## src/rtl/maze_pkg.sv

```systemverilog
// Shared direction encodings, walker state type and direction helpers for the maze walker.
package maze_pkg;

  localparam logic [3:0] DIR_UP    = 4'b1000;
  localparam logic [3:0] DIR_DOWN  = 4'b0100;
  localparam logic [3:0] DIR_LEFT  = 4'b0010;
  localparam logic [3:0] DIR_RIGHT = 4'b0001;
  localparam logic [3:0] DIR_NONE  = 4'b0000;

  typedef enum logic {CENTER, MOVE} walker_state_t;

  function automatic logic [3:0] opposite_dir(input logic [3:0] d);
    logic [3:0] o;
    case (d)
      DIR_UP:    o = DIR_DOWN;
      DIR_DOWN:  o = DIR_UP;
      DIR_LEFT:  o = DIR_RIGHT;
      DIR_RIGHT: o = DIR_LEFT;
      default:   o = DIR_NONE;
    endcase
    return o;
  endfunction

  function automatic logic is_onehot4(input logic [3:0] d);
    return (d != 4'd0) && ((d & (d - 4'd1)) == 4'd0);
  endfunction

endpackage

```

## src/rtl/tile_step.sv

```systemverilog
// Neighbouring tile coordinate in a given direction, wrapping at the grid edges (tunnels).
module tile_step
  import maze_pkg::*;
#(
  parameter int unsigned GRID_W  = 12,
  parameter int unsigned GRID_H  = 12,
  parameter int unsigned COORD_W = 5
) (
  input  logic [COORD_W-1:0] x_i,
  input  logic [COORD_W-1:0] y_i,
  input  logic [3:0]         dir_i,
  output logic [COORD_W-1:0] x_o,
  output logic [COORD_W-1:0] y_o
);

  localparam logic [COORD_W-1:0] One  = COORD_W'(1);
  localparam logic [COORD_W-1:0] MaxX = COORD_W'(GRID_W);
  localparam logic [COORD_W-1:0] MaxY = COORD_W'(GRID_H);

  always_comb begin
    x_o = x_i;
    y_o = y_i;
    case (dir_i)
      DIR_UP:    y_o = (y_i == One)  ? MaxY : y_i - One;
      DIR_DOWN:  y_o = (y_i == MaxY) ? One  : y_i + One;
      DIR_LEFT:  x_o = (x_i == One)  ? MaxX : x_i - One;
      DIR_RIGHT: x_o = (x_i == MaxX) ? One  : x_i + One;
      default: ;
    endcase
  end

endmodule

```

## src/rtl/maze_walker.sv

```systemverilog
// Tile-grid movement controller: buffers direction requests and decides turn/continue/stop
// at each tile centre, with mid-tile reversal and edge wrap-around.
module maze_walker
  import maze_pkg::*;
#(
  parameter int unsigned GRID_W         = 12,
  parameter int unsigned GRID_H         = 12,
  parameter int unsigned COORD_W        = 5,
  parameter int unsigned STEPS_PER_TILE = 8,
  parameter int unsigned START_X        = 1,
  parameter int unsigned START_Y        = 1,
  localparam int unsigned SUB_W         = (STEPS_PER_TILE > 1) ? $clog2(STEPS_PER_TILE) : 1
) (
  input  logic               Clk,
  input  logic               Reset,
  input  logic               tick,
  input  logic [3:0]         dir_req,
  input  logic [3:0]         turnable_in,
  output logic [COORD_W-1:0] tile_x,
  output logic [COORD_W-1:0] tile_y,
  output logic [SUB_W-1:0]   sub_step,
  output logic [3:0]         heading,
  output logic               moving,
  output logic               tile_arrive
);

  localparam logic [SUB_W:0]   StepsFull = (SUB_W + 1)'(STEPS_PER_TILE);
  localparam logic [SUB_W-1:0] LastStep  = SUB_W'(STEPS_PER_TILE - 1);

  walker_state_t      state_q, state_d;
  logic [COORD_W-1:0] x_q, x_d, y_q, y_d;
  logic [SUB_W-1:0]   sub_q, sub_d;
  logic [3:0]         head_q, head_d, req_q, req_d;
  logic               moving_q, moving_d, arrive_q, arrive_d;

  logic               req_valid;
  logic [3:0]         req_eff;
  logic [COORD_W-1:0] nx, ny;

  tile_step #(
    .GRID_W (GRID_W),
    .GRID_H (GRID_H),
    .COORD_W(COORD_W)
  ) u_tile_step (
    .x_i  (x_q),
    .y_i  (y_q),
    .dir_i(head_q),
    .x_o  (nx),
    .y_o  (ny)
  );

  // A valid request arriving with the tick takes part in that tick's decision.
  assign req_valid = is_onehot4(dir_req);
  assign req_eff   = req_valid ? dir_req : req_q;

  always_comb begin
    state_d  = state_q;
    x_d      = x_q;
    y_d      = y_q;
    sub_d    = sub_q;
    head_d   = head_q;
    req_d    = req_valid ? dir_req : req_q;
    arrive_d = 1'b0;
    if (tick) begin
      case (state_q)
        CENTER: begin
          if (req_eff != DIR_NONE && (turnable_in & req_eff) != DIR_NONE) begin
            head_d  = req_eff;
            req_d   = DIR_NONE;
            sub_d   = SUB_W'(1);
            state_d = MOVE;
          end else if (head_q != DIR_NONE && (turnable_in & head_q) != DIR_NONE) begin
            sub_d   = SUB_W'(1);
            state_d = MOVE;
          end
        end
        MOVE: begin
          if (req_eff != DIR_NONE && req_eff == opposite_dir(head_q)) begin
            // Re-anchor on the tile ahead so the screen position does not jump.
            head_d = req_eff;
            req_d  = DIR_NONE;
            x_d    = nx;
            y_d    = ny;
            sub_d  = SUB_W'(StepsFull - {1'b0, sub_q});
          end else if (sub_q == LastStep) begin
            x_d      = nx;
            y_d      = ny;
            sub_d    = '0;
            arrive_d = 1'b1;
            state_d  = CENTER;
          end else begin
            sub_d = sub_q + SUB_W'(1);
          end
        end
        default: state_d = CENTER;
      endcase
    end
    moving_d = (state_d == MOVE);
  end

  always_ff @(posedge Clk) begin
    if (Reset) begin
      state_q  <= CENTER;
      x_q      <= COORD_W'(START_X);
      y_q      <= COORD_W'(START_Y);
      sub_q    <= '0;
      head_q   <= DIR_NONE;
      req_q    <= DIR_NONE;
      moving_q <= 1'b0;
      arrive_q <= 1'b0;
    end else begin
      state_q  <= state_d;
      x_q      <= x_d;
      y_q      <= y_d;
      sub_q    <= sub_d;
      head_q   <= head_d;
      req_q    <= req_d;
      moving_q <= moving_d;
      arrive_q <= arrive_d;
    end
  end

  assign tile_x      = x_q;
  assign tile_y      = y_q;
  assign sub_step    = sub_q;
  assign heading     = head_q;
  assign moving      = moving_q;
  assign tile_arrive = arrive_q;

endmodule

```

## config.mk

```make
export PLATFORM = sky130hd
export DESIGN_NAME = maze_walker
export DESIGN_NICKNAME = d
export VERILOG_FILES = /design/src/rtl/maze_pkg.sv /design/src/rtl/tile_step.sv /design/src/rtl/maze_walker.sv
export SDC_FILE = /design/constraint.sdc
export NUM_CORES = 1
export LEC_CHECK = 0
export CORE_AREA = 5 5 60 62
export DETAILED_ROUTE_END_ITERATION = 12
export DIE_AREA = 0 0 65 67
export DONT_BUFFER_PORTS = 1
export PLACE_DENSITY_LB_ADDON = 0.08
export SLEW_MARGIN = 40
export SYNTH_ARGS = -nofsm -noshare
export SYNTH_HDL_FRONTEND = slang
export SYNTH_SLANG_ARGS = --single-unit
export TNS_END_PERCENT = 10
```

## constraint.sdc

```tcl
create_clock -name Clk -period 4.9 [get_ports Clk]
set_clock_uncertainty 0.1 [all_clocks]
set_input_delay 0.735 -clock Clk [delete_from_list [all_inputs] [get_ports Clk]]
set_output_delay 0.735 -clock Clk [all_outputs]
set_load 0.05 [all_outputs]
```

==> flow_summary_export.csv, run 1 <==
group,metric,value,unit
run_status,status,"complete, no violations",
yosys,yosysMostFrequentCell,"dfxtp_1",
routing,dr.pass1.iters,4,
yosys,syn_nets,252,
grt,antenna_found_initial,0,
timing,slew-limit-headroom,44.5,%
cts,htree_levels,1,
yosys,synth_warnings,0,
layout,area_growth,-0.822,%
yosys,synth_flop_cell,"dfxtp_1",
yosys,synth_common_cells,"dfxtp_1 (23), a21oi_1 (19), nor3_1 (18)",
cts,clock_path_buffers,2,
place,pre_cts_slack,1810,ps
floorplan,num_io_pins,30,
grt,met3_usage,4.89,%
power,p_sw_share,38.9,%
yosys,synth_top_area_share,23.3,%
min_path,hold_path_class,"in2reg",
layout,diodes,0,
power,leakage,0.000626,uW
setup_path,critical_path.cell_chain,"nor4b_4, o21ai_2, o2bb2ai_2, o211ai_4, a2111oi_4, o22ai_1, a221o_1",
power,clockPowerShare,19.4,%
grt,grt_start_max_net_pins,25,
floorplan,start_util,66.5,%
power,p_sw,181,uW
grt,grt_util_all_layers,21.5,%
cts,cts.clk_slew.worst_paths,140,ps
timing,tns,0,ps
timing,setup_viol_count_final,0,
timing,fin_ws,1770,ps
cts,ctsResizeCount,0,
yosys,synth_area_leader_cell,"dfxtp_1",
yosys,async_flop_share,0,%
place,place.port_buffers,0,
layout,fin_util,65.9,%
place,gp_congestion,0.872,
yosys,yosys_register_bits,23,
setup_path,crit_arrival,3250,ps
grt,grt_overflow_total,0,
power,p_comb_share,29.6,%
setup_path,crit_path_end_kind,"register",
timing,timing_hold_violations_final,0,
setup_path,max_stage_delay,880,ps
floorplan,die_h,67,um
setup_path,crit_slowest_cell,"dfxtp_1",
routing,drt_iter0_drc,205,
cts,cts_tree,"yes",
setup_path,path_max_fanout,9,
setup_path,crit_type,"reg2reg",
grt,grt_pass1_vias,1704,
routing,drc_errors,0,
grt,grt_pass1_wl,7.58,mm
layout,drive_above_1_share,14.0,%
timing,slew_viol_final,0,
cts,root_buffer,"clkbuf_4",
grt,grt_busiest_layer,"met2",
place,dp_hpwl,3.45,mm
power,p_int,284,uW
timing,fmax,320,MHz
power,p_per_area,237,mW/mm2
yosys,synth_area,0.00198,mm2
yosys,yosysSeqAreaShare,23.3,%
layout,n_fill_cell,263,
floorplan,die_area,0.00436,mm2
timing,tightest_slew,832,ps
grt,use_met1,26.2,%
yosys,syn_area_per_cell,8.53,um2
cts,cts_setup_buffers,0,
floorplan,core,0.00298,mm2
cts,numCtsBuffers,3,
flow_run,maxCapViolations,0,
power,ir_drop,0.000178,V
power,p_seq_share,51.0,%
timing,timing.final.crit_period,3130,ps
layout,final_nets,242,
floorplan,dieWidth,65,um
yosys,syn_inst,232,
routing,drt-wirelength-per-cell,17.8,um
routing,routed_wl,4.52,mm
yosys,synthTopCellsByArea,"dfxtp_1 (23%), ha_1 (5.7%), a21oi_1 (4.8%)",
yosys,synth-edff-count,0,
cts,cts_hold_buf,0,
grt,gr-usage-met2,37.5,%
floorplan,num_rows,20,
yosys,synth_cell_types,65,
routing,ant_nets,0,
setup_path,critPathRequiredTime,5020,ps
timing,fin_crit_sh,63.8,%
timing,rsz0062_at_grt,"false",
cts,cts.sinks,23,
setup_path,startpoint_type,"register",
cts,clock_latency,310,ps
routing,viasPerCell,6.95,
routing,num_vias,1766,
registers in the layout, indices dropped and copies added (netlist names):
signal and cells:
heading 4, moving 1, req_q 4, sub_step 3
tile_arrive 1, tile_x 5, tile_y 5
cell families after synthesis:
kind of cell / Yosys count / share of synthesized area [%]
AO/OA/AOI/OAI: 84 / 34.4
AND/OR/NAND/NOR: 82 / 26.1
buffers and inverters: 26 / 6.83
flip-flops: 23 / 23.3
adder cells (fa/ha/maj): 10 / 6.26
XOR/XNOR: 6 / 2.65
multiplexers: 1 / 0.506
through the flow:
step	cell area, um2	power (uW)	hold slack, ps	instances
6_report	1960	465	364	254
5_1_grt	1960	492	344	254
4_1_cts	1950	463	363	254
3_5_place_dp	1930	375	498	250
3_3_place_gp	1930	371	460	250
2_1_floorplan	1980	366	441	232
layout make-up:
class / count / area (um2) / share of cell area, %
tap: 33 / 41.3 / 2.10
clock buffer: 4 / 26.3 / 1.34
inverter: 11 / 41.3 / 2.10
sequential: 23 / 462 / 23.5
multi-input combinational: 183 / 1390 / 70.9
worst paths after layout:
kind / startpoint / endpoint / slack, ps / depth (start not counted)
worst max-delay path: heading[2]$_SDFFE_PP0P_ / tile_y[0]$_SDFFE_PP1P_ / 1770 / 7
worst min register to register: req_q[2]$_SDFF_PP0_ / req_q[2]$_SDFF_PP0_ / 520 / 2
worst max register to register: heading[2]$_SDFFE_PP0P_ / tile_y[0]$_SDFFE_PP1P_ / 1770 / 7
worst min-delay path: Reset / heading[1]$_SDFFE_PP0P_ / 360 / 1
power groups by stage:
stage,Sequential [uW],Combinational (uW),Clock [uW]
floorplan,229,137,0
global placement,239,132,0
detailed placement,240,134,0
CTS,236,135,91.5
global route,239,149,104
finish,237,138,90.2
routing by layer:
metal / up-vias / wire, um
met5: - / 0
met4: 0 / 0
met3: 0 / 294
met2: 62 / 2220
met1: 830 / 2010
li1: 874 / -
cell usage in the layout (no fill, tap or decap), types with 2 or more instances in the layout:
cell type  netlist  routed
nor2_1          14      14
o21a_1           6       6
or2_2            2       2
a21oi_1         19      19
a221o_1          2       2
inv_1           11      11
a21o_2           2       2
nor3_1          18      18
a21boi_0         2       2
a21o_1           3       3
nand2_1         13      13
or4b_2           2       2
a211oi_1         6       6
xnor2_1          4       4
dfxtp_1         23      22
nand2b_1         3       3
a2111oi_4        2       2
o21ai_0         11      11
o22ai_1          5       5
nor3_2           2       2
nor4b_4          3       4
clkbuf_4         1       3
xor2_1           2       2
nand3_1          8       8
nor4_1           3       3
ha_1             9       9
nand4_1          2       2
a311oi_1         2       2
a221oi_1         3       3
o221ai_1         2       2
o31ai_1          2       2
a2111o_1         2       2
critical path, delay by kind of cell, from the launching register on:
family	cells	cell delay [ps]
flops	1	880
compound gates	6	1450
simple gates	1	610
Power figures use the tool's default switching activity.
==> run 2, diff against run 1 <==
Settings changed: CORE_AREA 5 5 60 62 to 5 5 62 64, DIE_AREA 0 0 65 67 to 0 0 67 69.
Clock period 4.9 ns to 3 ns, I/O delays scaled along.
==> run 2 against run 1 <==
Hold slack worse by 270 ps. Final area is 5.3% higher. Core utilization is 2.0 points lower. Routed wire length is 5.4% higher. Die area is 6.2% higher. Critical path type unchanged. Count of clock-buffer cells in the layout stayed put. Sequential power is 42% higher. Maximum frequency is 15% higher. Critical endpoint unchanged. Worst setup slack worse by 1500 ps. Global-route usage is 0.61 points lower.
==> flow_summary_export.csv, run 2 (same netlist as run 1, synthesis figures left out) <==
group,metric,value,unit
run_status,status,"complete, no violations",
routing,ant_nets,0,
grt,grt_pass1_wl,8.00,mm
setup_path,r2r_slack,270,ps
place,place.port_buffers,0,
timing,fin_crit_sh,90.9,%
timing,timing.final.crit_period,2730,ps
cts,ctsResizeCount,0,
timing,rsz0062_at_grt,"false",
cts,cts.sinks,23,
flow_run,maxCapViolations,0,
power,p_sw,294,uW
layout,diodes,0,
place,dp_hpwl,3.68,mm
routing,drt_iter0_drc,197,
timing,tightest_slew,799,ps
floorplan,num_rows,21,
grt,grt_overflow_total,0,
setup_path,crit_type,"reg2reg",
cts,cts_setup_buffers,0,
timing,setup_viol_count_final,0,
floorplan,die_h,69,um
cts,cts.clk_slew.worst_paths,120,ps
routing,dr.pass1.iters,6,
power,p_comb_share,38.4,%
setup_path,startpoint_type,"register",
layout,final_cell_mix,"dfxtp_1 (23), a21oi_1 (19), nor3_1 (18)",
cts,clock_path_buffers,2,
routing,routed_wl,4.76,mm
min_path,hold_path_class,"in2reg",
cts,htree_levels,1,
power,p_seq_share,43.3,%
layout,final_nets,255,
routing,drt-wirelength-per-cell,17.0,um
grt,grt_util_all_layers,20.9,%
floorplan,core,0.00323,mm2
setup_path,crit_arrival,2830,ps
power,p_sw_share,38.0,%
setup_path,path_max_fanout,9,
power,ir_drop,0.000220,V
cts,cts_tree,"yes",
power,leakage,0.000692,uW
setup_path,critPathRequiredTime,3110,ps
cts,root_buffer,"clkbuf_4",
timing,slew-limit-headroom,46.7,%
timing,fmax,367,MHz
routing,viasPerCell,6.55,
floorplan,num_io_pins,30,
power,clockPowerShare,18.2,%
place,gp_congestion,0.892,
power,p_int,481,uW
layout,fin_area,0.00207,mm2
routing,num_vias,1833,
timing,timing_hold_violations_final,0,
grt,grt_pass1_vias,1796,
layout,area_growth,4.42,%
timing,tns,0,ps
setup_path,crit_path_end_kind,"register",
floorplan,dieWidth,67,um
cts,cts_hold_buf,0,
cts,clock_latency,310,ps
floorplan,start_util,61.2,%
grt,antenna_found_initial,0,
layout,layout_commonest_cell,"dfxtp_1",
layout,drive_above_1_share,18.4,%
timing,slew_viol_final,0,
power,p_per_area,375,mW/mm2
cts,numCtsBuffers,3,
routing,drc_errors,0,
place,placed_area,0.00204,mm2
floorplan,die_area,0.00462,mm2
grt,grt_start_max_net_pins,25,
run 2: cell types whose count changed in the layout (fill, tap and decap cells not counted):
cell / previous run / this run
buf_4: 0 / 13
dfxtp_1: 22 / 23
dfxtp_2: 1 / 0
nor4b_2: 1 / 2
nor4b_4: 4 / 3
run 2: area by class of cell:
class	instances	area (um2)
Multi-Input combinational cell	183	1380
Tap cell	46	57.6
Timing Repair Buffer	13	97.6
Fill cell	317	1160
Inverter	11	41.3
Sequential cell	23	460
Clock buffer	4	26.3
run 2: metrics by stage:
stage / instances / setup slack [ps] / power, uW / util [%] / hold WS [ps]
after floorplan: 232 / 218 / 598 / - / 441
after global placement: 276 / 435 / 631 / 63.1 / 425
after detailed placement: 276 / 358 / 638 / 63.1 / 424
after CTS: 280 / 337 / 779 / 64.0 / 79.8
after global routing: 280 / 187 / 820 / 64.0 / 62.7
final: 280 / 274 / 775 / 64.0 / 93.4
run 2: final timing paths:
check	startpoint	to	cells after the start
worst max-delay path	heading[1]$_SDFFE_PP0P_	tile_y[0]$_SDFFE_PP1P_	6
worst min-delay path	Reset	tile_y[1]$_SDFFE_PP0P_	1
worst max register to register	heading[1]$_SDFFE_PP0P_	tile_y[0]$_SDFFE_PP1P_	6
worst min register to register	req_q[2]$_SDFF_PP0_	req_q[2]$_SDFF_PP0_	2
run 2: per-layer routing:
metal / wire length, um / track usage, % / vias up
li1: - / - / 894
met1: 2040 / 27.8 / 867
met2: 2370 / 33.7 / 68
met3: 329 / 3.41 / 4
met4: 32 / 6.53 / 0
met5: 0 / 0 / -
run 2: worst max-delay path, cell delays in order, from the launching register on:
cell	delay (ps)
dfxtp_1	560
nor4b_1	600
o21a_1	290
o211ai_4	140
a2111oi_4	450
o22ai_1	130
a221o_1	360
run 2: power by group through the flow:
stage	Clock (uW)	Combinational, uW	Sequential, uW
2_1_floorplan	0	224	374
3_3_place_gp	0	290	341
3_5_place_dp	0	295	343
4_1_cts	147	296	336
5_1_grt	162	321	338
6_report	141	298	336
==> run 3, diff against run 2 <==
Settings changed: CORE_AREA 5 5 62 64 to 5 5 46 87, DIE_AREA 0 0 67 69 to 0 0 51 92.
==> run 3 against run 2 <==
Hold slack better by 63 ps. Non-clock buffer count stayed put. Sequential power hardly changed. Sequential share of layout area stayed put. Count of clock-buffer cells in the layout stayed put. Highest routed layer unchanged. Core utilization hardly changed. Combinational power hardly changed. Via count is 0.87% lower. Worst setup slack better by 20 ps.
==> flow_summary_export.csv, run 3 (same netlist as run 1, synthesis figures left out) <==
group,metric,value,unit
cts,cts.sinks,23,
cts,cts.clk_slew.worst_paths,80,ps
cts,htree_levels,1,
cts,clock_path_buffers,2,
power,ir_drop,0.000301,V
power,p_seq_share,41.0,%
place,place_inst,261,
timing,fin_crit_sh,90.2,%
setup_path,critical_path.cell_chain,"nor4b_2, o21ai_0, o2bb2ai_1, o211ai_4, a2111oi_4, o22ai_1, a221o_1",
floorplan,start_util,61.3,%
cts,root_buffer,"clkbuf_8",
floorplan,dieWidth,51,um
timing,rsz0062_at_grt,"false",
cts,cts_tree,"yes",
run_status,status,"complete, no violations",
floorplan,die_area,0.00469,mm2
cts,clock_latency,260,ps
cts,numCtsBuffers,3,
timing,setup_viol_count_final,0,
setup_path,crit_slowest_cell,"dfxtp_1",
cts,ctsResizeCount,0,
routing,drc_errors,0,
setup_path,crit_path_end_kind,"register",
timing,tightest_slew,783,ps
routing,num_vias,1817,
setup_path,r2r-end,"tile_x[0]$_SDFFE_PP1P_",
timing,timing.final.crit_period,2710,ps
floorplan,num_rows,29,
flow_run,maxCapViolations,0,
place,place.port_buffers,0,
layout,final_cell_mix,"dfxtp_1 (23), a21oi_1 (19), nor3_1 (18)",
min_path,hold-path-cell-count,1,
place,gp_congestion,0.818,
setup_path,crit_arrival,2750,ps
timing,fmax,370,MHz
routing,drt_iter0_drc,65,
timing,slew_viol_final,0,
setup_path,critical_path.top_delay_family,"compound AO/OA/AOI/OAI gates",
timing,tns,0,ps
setup_path,path_max_fanout,8,
setup_path,startpoint_type,"register",
place,dp_hpwl,3.87,mm
grt,grt_pass1_vias,1762,
min_path,hold_path_class,"in2reg",
cts,cts_setup_buffers,0,
layout,area_growth,4.42,%
power,clockPowerShare,23.1,%
setup_path,crit_type,"reg2reg",
grt,grt_util_all_layers,21.1,%
power,p_sw_share,36.5,%
layout,layout_commonest_cell,"dfxtp_1",
power,p_comb_share,35.9,%
power,p_int,523,uW
power,leakage,0.000701,uW
layout,final_nets,255,
layout,drive_above_1_share,18.4,%
setup_path,r2r_cells,7,
min_path,whs_endpoint,"sub_step[1]$_SDFFE_PP0P_",
power,p_per_area,398,mW/mm2
min_path,hold_path_startpoint,"Reset",
setup_path,path_buf_inv,0,
grt,grt_pass1_wl,7.94,mm
routing,ant_nets,0,
place,placed_area,0.00202,mm2
floorplan,num_io_pins,30,
cts,cts_hold_buf,0,
timing,timing_hold_violations_final,0,
routing,routed_wl,4.75,mm
routing,drt-wirelength-per-cell,17.9,um
timing,slew-limit-headroom,47.7,%
setup_path,max_stage_delay,510,ps
grt,grt_overflow_total,0,
setup_path,reg2reg_from,"heading[3]$_SDFFE_PP0P_",
power,p_sw,300,uW
routing,viasPerCell,6.86,
layout,diodes,0,
setup_path,critPathRequiredTime,3050,ps
floorplan,die_h,92,um
grt,grt_start_max_net_pins,25,
routing,dr.pass1.iters,4,
floorplan,core,0.00323,mm2
setup_path,r2r_slack,290,ps
layout,fin_area,0.00207,mm2
grt,antenna_found_initial,0,
layout,finalNonFillerCells,265,
run 3: cell counts in the layout (fill, tap and decap cells not counted):
Identical to the previous run, type by type.
run 3: worst max-delay path by stage:
stage | startpoint | slack (ps) | end | cells past startpoint
6_report | heading[3]$_SDFFE_PP0P_ | 290 | tile_x[0]$_SDFFE_PP1P_ | 7
2_1_floorplan | heading[2]$_SDFFE_PP0P_ | 220 | tile_x[0]$_SDFFE_PP1P_ | 8
3_3_place_gp | heading[1]$_SDFFE_PP0P_ | 420 | tile_x[0]$_SDFFE_PP1P_ | 6
3_5_place_dp | heading[3]$_SDFFE_PP0P_ | 330 | tile_y[0]$_SDFFE_PP1P_ | 7
4_1_cts | heading[3]$_SDFFE_PP0P_ | 320 | tile_y[0]$_SDFFE_PP1P_ | 7
5_1_grt | heading[3]$_SDFFE_PP0P_ | 90 | tile_y[0]$_SDFFE_PP1P_ | 7
run 3: layout make-up:
cell class | instances | area [um2]
inverters | 11 | 41.3
well taps | 31 | 38.8
clock buffers | 4 | 45.0
flip-flops and latches | 23 | 460
fillers | 284 | 1160
repair buffers | 13 | 97.6
multi-input cells | 183 | 1380
run 3: power groups by stage:
stage / sequential, uW / clock [uW] / combinational [uW]
2_1_floorplan: 374 / 0 / 224
3_3_place_gp: 344 / 0 / 289
6_report: 338 / 190 / 295
4_1_cts: 337 / 196 / 296
3_5_place_dp: 344 / 0 / 295
5_1_grt: 340 / 207 / 317
run 3: per-stage QoR:
stage	total power (uW)	hold slack [ps]	setup WS (ps)	util, %
2_1_floorplan	598	441	218	-
3_3_place_gp	632	409	424	62.6
3_5_place_dp	639	429	333	62.6
4_1_cts	829	149	318	64.0
5_1_grt	865	145	86.5	64.0
6_report	823	156	294	64.0
run 3: per-layer routing:
metal / track usage (%) / share of wire (%) / wire, um / vias to the layer above
met5: 0 / 0 / 0 / -
met3: 2.92 / 3.7 / 174 / 6
met2: 40.7 / 58 / 2740 / 39
met1: 21.7 / 37 / 1750 / 881
li1: - / - / - / 891
met4: 7.87 / 1.9 / 90 / 0
run 3: worst reg2reg max path: stages (launching register included):
cell and delay, ps:
dfxtp_1 510, nor4b_2 340, o21ai_0 170, o2bb2ai_1 340, o211ai_4 180, a2111oi_4 460, o22ai_1 140, a221o_1 360
